### src/rtl/board_turn_ctrl.sv
// Tic-tac-toe board controller: takes square clicks, alternates turns, runs a
// one-line-per-cycle win/draw check and drives per-square enables and colours.
module board_turn_ctrl #(
  parameter logic [11:0] X_COLOR      = 12'hF00,
  parameter logic [11:0] O_COLOR      = 12'h00F,
  parameter logic [11:0] WIN_COLOR    = 12'h0F0,
  parameter logic        FIRST_PLAYER = 1'b0
) (
  input  logic         pclk,
  input  logic         rst,
  input  logic         start_en,
  input  logic         choice_en,
  input  logic         click,
  input  logic [3:0]   click_sq,
  input  logic         new_game,
  output logic [8:0]   square_en,
  output logic [107:0] square_color,
  output logic         turn,
  output logic         busy,
  output logic         game_over,
  output logic [1:0]   winner,
  output logic [3:0]   move_cnt
);

  typedef enum logic [1:0] {IDLE, WAIT_CLICK, CHECK, OVER} state_t;

  state_t       state, state_n;
  logic [8:0]   board_x, board_x_n;
  logic [8:0]   board_o, board_o_n;
  logic [8:0]   win_line, win_line_n;
  logic [2:0]   line_idx, line_idx_n;
  logic         turn_n;
  logic [1:0]   winner_n;
  logic [3:0]   move_cnt_n;
  logic [107:0] color_n;
  logic [8:0]   sq_mask;
  logic [8:0]   mover_board;
  logic [8:0]   cur_line;

  function automatic logic [8:0] line_mask(input logic [2:0] idx);
    case (idx)
      3'd0:    line_mask = 9'b000_000_111;
      3'd1:    line_mask = 9'b000_111_000;
      3'd2:    line_mask = 9'b111_000_000;
      3'd3:    line_mask = 9'b001_001_001;
      3'd4:    line_mask = 9'b010_010_010;
      3'd5:    line_mask = 9'b100_100_100;
      3'd6:    line_mask = 9'b100_010_001;
      default: line_mask = 9'b001_010_100;
    endcase
  endfunction

  function automatic logic [107:0] color_mux(input logic [8:0] bx, input logic [8:0] bo,
                                             input logic [8:0] wl, input logic over);
    logic [107:0] c;
    c = '0;
    for (int k = 0; k < 9; k++) begin
      if (over && wl[k])  c[12*k +: 12] = WIN_COLOR;
      else if (bx[k])     c[12*k +: 12] = X_COLOR;
      else if (bo[k])     c[12*k +: 12] = O_COLOR;
      else                c[12*k +: 12] = 12'h000;
    end
    return c;
  endfunction

  assign sq_mask     = 9'd1 << click_sq;
  assign mover_board = turn ? board_o : board_x;
  assign cur_line    = line_mask(line_idx);

  always_comb begin
    state_n    = state;
    board_x_n  = board_x;
    board_o_n  = board_o;
    win_line_n = win_line;
    line_idx_n = line_idx;
    turn_n     = turn;
    winner_n   = winner;
    move_cnt_n = move_cnt;
    if (~start_en | choice_en | new_game | (state == IDLE)) begin
      // Any clear: leaving the game screen, restart, or holding in IDLE.
      board_x_n  = '0;
      board_o_n  = '0;
      win_line_n = '0;
      line_idx_n = '0;
      turn_n     = FIRST_PLAYER;
      winner_n   = 2'b00;
      move_cnt_n = '0;
      state_n    = (~start_en | choice_en) ? IDLE : WAIT_CLICK;
    end else begin
      case (state)
        WAIT_CLICK: begin
          if (click && (click_sq <= 4'd8) && (((board_x | board_o) & sq_mask) == 9'd0)) begin
            if (turn) board_o_n = board_o | sq_mask;
            else      board_x_n = board_x | sq_mask;
            move_cnt_n = (move_cnt == 4'd9) ? 4'd9 : move_cnt + 4'd1;
            line_idx_n = '0;
            state_n    = CHECK;
          end
        end
        CHECK: begin
          if ((mover_board & cur_line) == cur_line) begin
            winner_n   = turn ? 2'b10 : 2'b01;
            win_line_n = cur_line;
            state_n    = OVER;
          end else if (line_idx == 3'd7) begin
            if (move_cnt == 4'd9) begin
              winner_n   = 2'b11;
              win_line_n = '0;
              state_n    = OVER;
            end else begin
              turn_n  = ~turn;
              state_n = WAIT_CLICK;
            end
          end else begin
            line_idx_n = line_idx + 3'd1;
          end
        end
        default: ;
      endcase
    end
  end

  // Colour is built from the next-state board so it lands on the same edge as square_en.
  assign color_n = color_mux(board_x_n, board_o_n, win_line_n, state_n == OVER);

  always_ff @(posedge pclk or posedge rst) begin
    if (rst) begin
      state        <= IDLE;
      board_x      <= '0;
      board_o      <= '0;
      win_line     <= '0;
      line_idx     <= '0;
      turn         <= FIRST_PLAYER;
      winner       <= 2'b00;
      move_cnt     <= '0;
      square_color <= '0;
    end else begin
      state        <= state_n;
      board_x      <= board_x_n;
      board_o      <= board_o_n;
      win_line     <= win_line_n;
      line_idx     <= line_idx_n;
      turn         <= turn_n;
      winner       <= winner_n;
      move_cnt     <= move_cnt_n;
      square_color <= color_n;
    end
  end

  assign square_en = board_x | board_o;
  assign busy      = (state == CHECK);
  assign game_over = (state == OVER);

endmodule

### config.mk
export PLATFORM = sky130hd
export DESIGN_NAME = board_turn_ctrl
export DESIGN_NICKNAME = d
export VERILOG_FILES = /design/src/rtl/board_turn_ctrl.sv
export SDC_FILE = /design/constraint.sdc
export NUM_CORES = 1
export LEC_CHECK = 0
export CORE_ASPECT_RATIO = 0.8
export CORE_MARGIN = 1
export CORE_UTILIZATION = 43
export DETAILED_ROUTE_END_ITERATION = 10
export PLACE_DENSITY = 0.76
export SYNTH_ARGS = -nofsm -noshare
export SYNTH_HDL_FRONTEND = slang
export SYNTH_SLANG_ARGS = --single-unit
### constraint.sdc
create_clock -name pclk -period 6.3 [get_ports pclk]
set_clock_uncertainty 0.2 [all_clocks]
set_input_delay 0.945 -clock pclk [delete_from_list [all_inputs] [get_ports pclk]]
set_output_delay 0.945 -clock pclk [all_outputs]
set_load 0.01 [all_outputs]
## Word level (Yosys, flattened, before mapping)

Cells that the tools add are included.
Widths: inputs -> output; s select.

| storage, ports and cells | value |
|---|---|
| bits in registers | 147 |

| operators by class | value |
|---|---|
| shift operators | 1 |
| bitwise logic cells | 10 |
| $lt $le $gt $ge | 1 |
| reduce and logical (&&, ||, !) cells | 25 |
| muxes and demuxes | 69 |
| equal/unequal tests | 18 |
| add/subtract/negate cells | 2 |

Operator list:

| kind | number |
|---|---|
| $mux 12 | 18 |
| $mux 9 | 14 |
| $pmux 9 s7 | 1 |
| $mux 4 | 13 |
| $or 9x9->9 | 3 |
| $mux 2 | 11 |
| $and 9x9->9 | 2 |
| $eq 3x3->1 const B | 4 |
| $mux 3 | 4 |
| $logic_and 1x1->1 | 11 |
| $eq 9x9->1 | 1 |
| $logic_not 9->1 | 1 |
| $ne 3x3->1 const B | 3 |
| $reduce_bool 3->1 | 3 |
| $shl 1x4->9 const A | 1 |
| $reduce_and 4->1 | 2 |
| $reduce_bool 2->1 | 4 |
| $eq 2x2->1 const B | 3 |
| $eq 3x2->1 const B | 2 |
| $mux 1 | 6 |
| $pmux 3 s2 | 1 |
| $add 4x1->4 const B | 1 |
| $eq 4x4->1 const B | 1 |
| $le 4x4->1 const B | 1 |
| other kinds (11) | 15 |

## Logic depth before layout (Yosys ltp)

| logic depth | value |
|---|---|
| word-level depth | 10 |
| gate-level depth with buffers | 11 |
| depth with buffers taken out | 9 |

## Worst setup path after synthesis

Ideal clock, no wire load.

| timing | value |
|---|---|
| kind | input to register |
| from | input click_sq[0] |
| to | register square_color[51] |
| required time | 5.972 ns |
| arrival time | 2.754 ns |
| slack | 3.217 ns |
| stages on the path | 9 |
| path buffers | 2 |
| cell sequence | buf_2 > and2b_1 > a221oi_1 > o31ai_1 > a21oi_1 > o32a_1 > a221oi_4 > buf_4 > a21oi_1 |

| on the way | value |
|---|---|
| cells in the longest elaborated chain, start to end | 10 |
| elaborated cells on any way between the ends | 24 |

Ends and longest elaborated chain:

| what | RTL line | source |
|---|---|---|
| start: declaration | 14 | `input logic [3:0] click_sq,` |
| $shl 1x4->9 | 66 | `assign sq_mask = 9'd1 << click_sq;` |
| $and 9x9->9 | 92 | `if (click && (click_sq <= 4'd8) && (((board_x \| board_o) & sq_mask) == 9'd0)) begin` |
| $logic_not 9->1 | 92 |  |
| $logic_and 1x1->1 | 92 |  |
| $mux 2 or $mux 9 (tied branches) | 92 |  |
| $pmux 2 s2 or $mux 9 (tied branches) | 90 | `case (state)` |
| $mux 2 or $mux 9 (tied branches) | 79 | `if (~start_en \| choice_en \| new_game \| (state == IDLE)) begin` |
| $eq 2x2->1 or $mux 4 (tied branches) | 124, 60 |  |
| $logic_and 1x1->1 or $mux 12 (tied branches) | 58, 59 |  |
| $mux 12 (*) | 58 | `if (over && wl[k]) c[12*k +: 12] = WIN_COLOR;` |
| end signal: assignment | 146 | `square_color <= color_n;` |
| end: declaration | 17 | `output logic [107:0] square_color,` |

Mark *: on every way between the ends. The rest lies on a longest branch, timed or not.
A chain may end at the register's enable or synchronous reset.

## Worst setup path after layout

| timing | value |
|---|---|
| from | input click_sq[0] |
| to | register square_color[83] |

| on the way | value |
|---|---|
| cells in the longest elaborated chain, start to end | 10 |
| elaborated cells on any way between the ends | 18 |

Ends and longest elaborated chain:

| what | RTL line | source |
|---|---|---|
| $shl 1x4->9 | 66 |  |
| $and 9x9->9 | 92 |  |
| $logic_not 9->1 | 92 |  |
| $logic_and 1x1->1 | 92 |  |
| $mux 2 | 92 |  |
| $pmux 2 s2 | 90 |  |
| $mux 2 | 79 |  |
| $eq 2x2->1 | 124 | `assign color_n = color_mux(board_x_n, board_o_n, win_line_n, state_n == OVER);` |
| $logic_and 1x1->1 | 58 |  |
| $mux 12 (*) | 58 |  |

Marked as above.

==> metrics.txt <==
run status complete, no violations; final critical-path setup slack ~2.2 ns; Seq/Total Area, Yosys a little over two fifths; DP Wirelength 6.56 mm; fraction of layout instances using a drive strength above 1 a little over a tenth; most instantiated flip-flop cell in the synthesis netlist sky130_fd_sc_hd__dfrtp_1; actual transition at the worst max-transition pin ~1.3 ns; minimum clock period roughly 4.1 ns; Adder-Cell Fraction of Synth Area ~3.8%; Setup crit start kind input port; kind of capture point of the worst setup path flop; antenna violations before repair 0; Post-CTS Resized 0; non-filler cells in the finished layout about 560; top area cells in the synthesized netlist sky130_fd_sc_hd__dfrtp_1 42%, sky130_fd_sc_hd__buf_4 16%, sky130_fd_sc_hd__ha_1 3.8%, sky130_fd_sc_hd__nor2_1 3.0%, sky130_fd_sc_hd__and2_1 2.4%; total power between 1 and 1.5 mW; number of core rows 30; setup violation total in the final timing report 0; power per unit of standard cell area just under 200 mW/mm2; vias post-DR between 2,000 and 3,000; Layout Nets 463; Cells after DPL around 540; synth-to-layout area growth 29.1%; Final Hold Viols 0; ANT nets after route 0; register clock-pin slew on the reported worst setup and hold paths about 0.06 ns; setup_tns 0 ns; data arrival at the endpoint of the critical path about 4.2 ns; Max Root-Sink Buffers 2; required time at the worst-slack endpoint 6.33 ns; IR Drop Worst-Case VDD 0.156 mV; Num Clock Sinks 66; logic depth of the worst register-to-register path 7; global placer's final weighted congestion 0.888; async set or reset register ratio after synthesis between 90% and 100%; CTS H-tree depth 3; worst-path maximum fanout 22; number of iterations in the first detailed-routing pass 4; unrepaired setup endpoints after global routing no; area of the mapped netlist 0.00396 mm2; HP Start board_x[5]; Yosys top cell area share approximately two fifths; die outline width 109 um; number of max-slew violations in the final report 0; classification of the worst setup path input port to flop; wire per inst ~16 um; end point of the critical path square_color[83]; number of nets in the synthesized netlist 411; Final Core Density 58.6%; register-to-register path setup slack approximately 2.7 ns; number of vias per cell after detailed routing 5.33; Inserted Clock Buffers 9; Die Area approximately 0.0096 mm2; I/O Pins around 140; number of diodes added for antenna fixing 0; Die Ht between 80 and 90 um; first-pass GRT wire length 14.1 mm; Starting Density a little under half; setup slack after placement roughly 1.9 ns; share of the clock period used by the worst path after layout about 66%; synthesized instance count around 390; FF-to-FF Start turn; post-CTS setup repair buffer count 0; pin count of the biggest net entering global routing 67; multiplexer share of the synthesized area 3.73%; total routed wirelength 9.14 mm; max frequency 0.242 GHz; Remaining DRCs 0; Cell variety after synth 60; vias in the first global route ~2,700; EDFF count, synth 0; synthesized-area fraction occupied by ao, oa, aoi and oai cells 17.1%; warning count from the yosys run 0; clk_lat worst skew approximately 0.33 ns; worst r2r dst square_color[75]; source of the critical timing path click_sq[0]; synthesized area per cell a little over 10 um2; initial detailed-routing violation count between 150 and 200; total global-route track usage between 10% and 20%; Yosys reg bits 66; TritonCTS clock tree yes; input/output buffers ~140; remaining global-route overflow 0; largest area contributor in the synthesized netlist sky130_fd_sc_hd__dfrtp_1; core region area a little under 0.009 mm2; cts-stage hold buffer count 0; XOR/XNOR Fraction of Synth Area 0.443%; largest family of logic cells by synthesized area buffers and inverters; simple logic cell fraction of the synthesized area ~15%; Max transition margin 10.4%; Root Driver sky130_fd_sc_hd__clkbuf_16; count of max-cap constraint violations 0; leakage power figure around 2.1 nW; Hold WC Path Type flop to flop
cell usage after synthesis (6+ instances only):
cell type                 count
sky130_fd_sc_hd__a21oi_1     17
sky130_fd_sc_hd__a22o_1       6
sky130_fd_sc_hd__a31oi_1      7
sky130_fd_sc_hd__and2_1      15
sky130_fd_sc_hd__buf_2        6
sky130_fd_sc_hd__buf_4       85
sky130_fd_sc_hd__dfrtp_1     66
sky130_fd_sc_hd__ha_1        12
sky130_fd_sc_hd__inv_1       12
sky130_fd_sc_hd__mux2i_1      8
sky130_fd_sc_hd__nand2_1      8
sky130_fd_sc_hd__nand3_1      6
sky130_fd_sc_hd__nor2_1      32
sky130_fd_sc_hd__nor2b_1      6
sky130_fd_sc_hd__nor3_1       9
sky130_fd_sc_hd__or2_2        6
through the flow:
step | hold WS, ns | instance area [um2]
floorplan | 0.252 | 3960
global placement | 0.285 | 4780
detailed placement | 0.285 | 4780
CTS | 0.303 | 5110
global route | 0.339 | 5110
finish | 0.299 | 5110
routing by layer:
layer	vias to the layer above	part of all wire, %	global-route usage (%)
li1	1394	-	-
met1	1421	46	26.7
met2	151	45	31.3
met3	10	8.4	4.61
met4	0	0.80	4.85
met5	-	0	0
worst max-delay path: stages:
cell and delay, ns:
sky130_fd_sc_hd__clkdlybuf4s50_1 0.53, sky130_fd_sc_hd__nor4b_1 0.54, sky130_fd_sc_hd__nor2b_1 0.20, sky130_fd_sc_hd__o31ai_1 0.09
sky130_fd_sc_hd__a211oi_2 1.10, sky130_fd_sc_hd__and3_1 0.39, sky130_fd_sc_hd__a21oi_1 0.12, sky130_fd_sc_hd__a211oi_1 0.24
final cells by class:
class / instances / area, um2
fill: 734 / 3600
sequential: 66 / 1650
multi-input combinational: 214 / 1570
timing repair buffer: 138 / 1370
clock buffer: 10 / 239
tap: 112 / 140
clock inverter: 6 / 88.8
inverter: 12 / 45.0
worst min-delay path by stage:
stage                       end  depth (start not counted)  slack (ns)
2_1_floorplan  square_color[63]                          1        0.25
3_3_place_gp   square_color[63]                          1        0.28
3_5_place_dp   square_color[75]                          1        0.29
4_1_cts        square_color[63]                          1        0.30
5_1_grt        square_color[63]                          1        0.34
6_report       square_color[63]                          1        0.30
placed cells by master, fill, tap and decap left out, drive strengths merged, types with 2 or more instances in the layout:
cell / instances
a221oi: 2
o31ai: 5
a211oi: 5
nand3b: 3
or2: 8
nand4: 2
ha: 12
mux2i: 8
nor2: 33
clkinvlp: 2
a22oi: 2
a41oi: 5
nand3: 6
or3: 5
a21o: 2
clkbuf: 10
o21ai: 2
a21boi: 5
nand2b: 4
nor2b: 6
o2bb2ai: 3
nand2: 8
a21oi: 18
and2: 15
mux2: 6
nor3: 10
a22o: 6
o221a: 2
clkdlybuf4s50: 135
buf: 3
a2111oi: 3
dfrtp: 66
a31oi: 7
and2b: 2
bufinv: 2
o32a: 2
o211ai: 4
a41o: 3
inv: 13
flip-flops by register name, summed over array words and instances, names as in the netlist:
register	count
square_color	27
winner	2
board_x	9
move_cnt	4
state	2
board_o	9
win_line	9
line_idx	3
turn	1
power breakdown:
group	switching, mW	internal, mW
combinational	0.0243	0.0115
clock	0.191	0.358
sequential	0.00101	0.425
total	0.216	0.794
logic make-up after synthesis:
group,count (synthesis)
DFF,66
buffers and inverters,109
adders and majority gates,12
xor gates and xnor gates,2
muxes,14
and+or+nand+nor,106
AOI/OAI and AO/OA,80
Note: power is estimated with default switching activity, not from simulation.
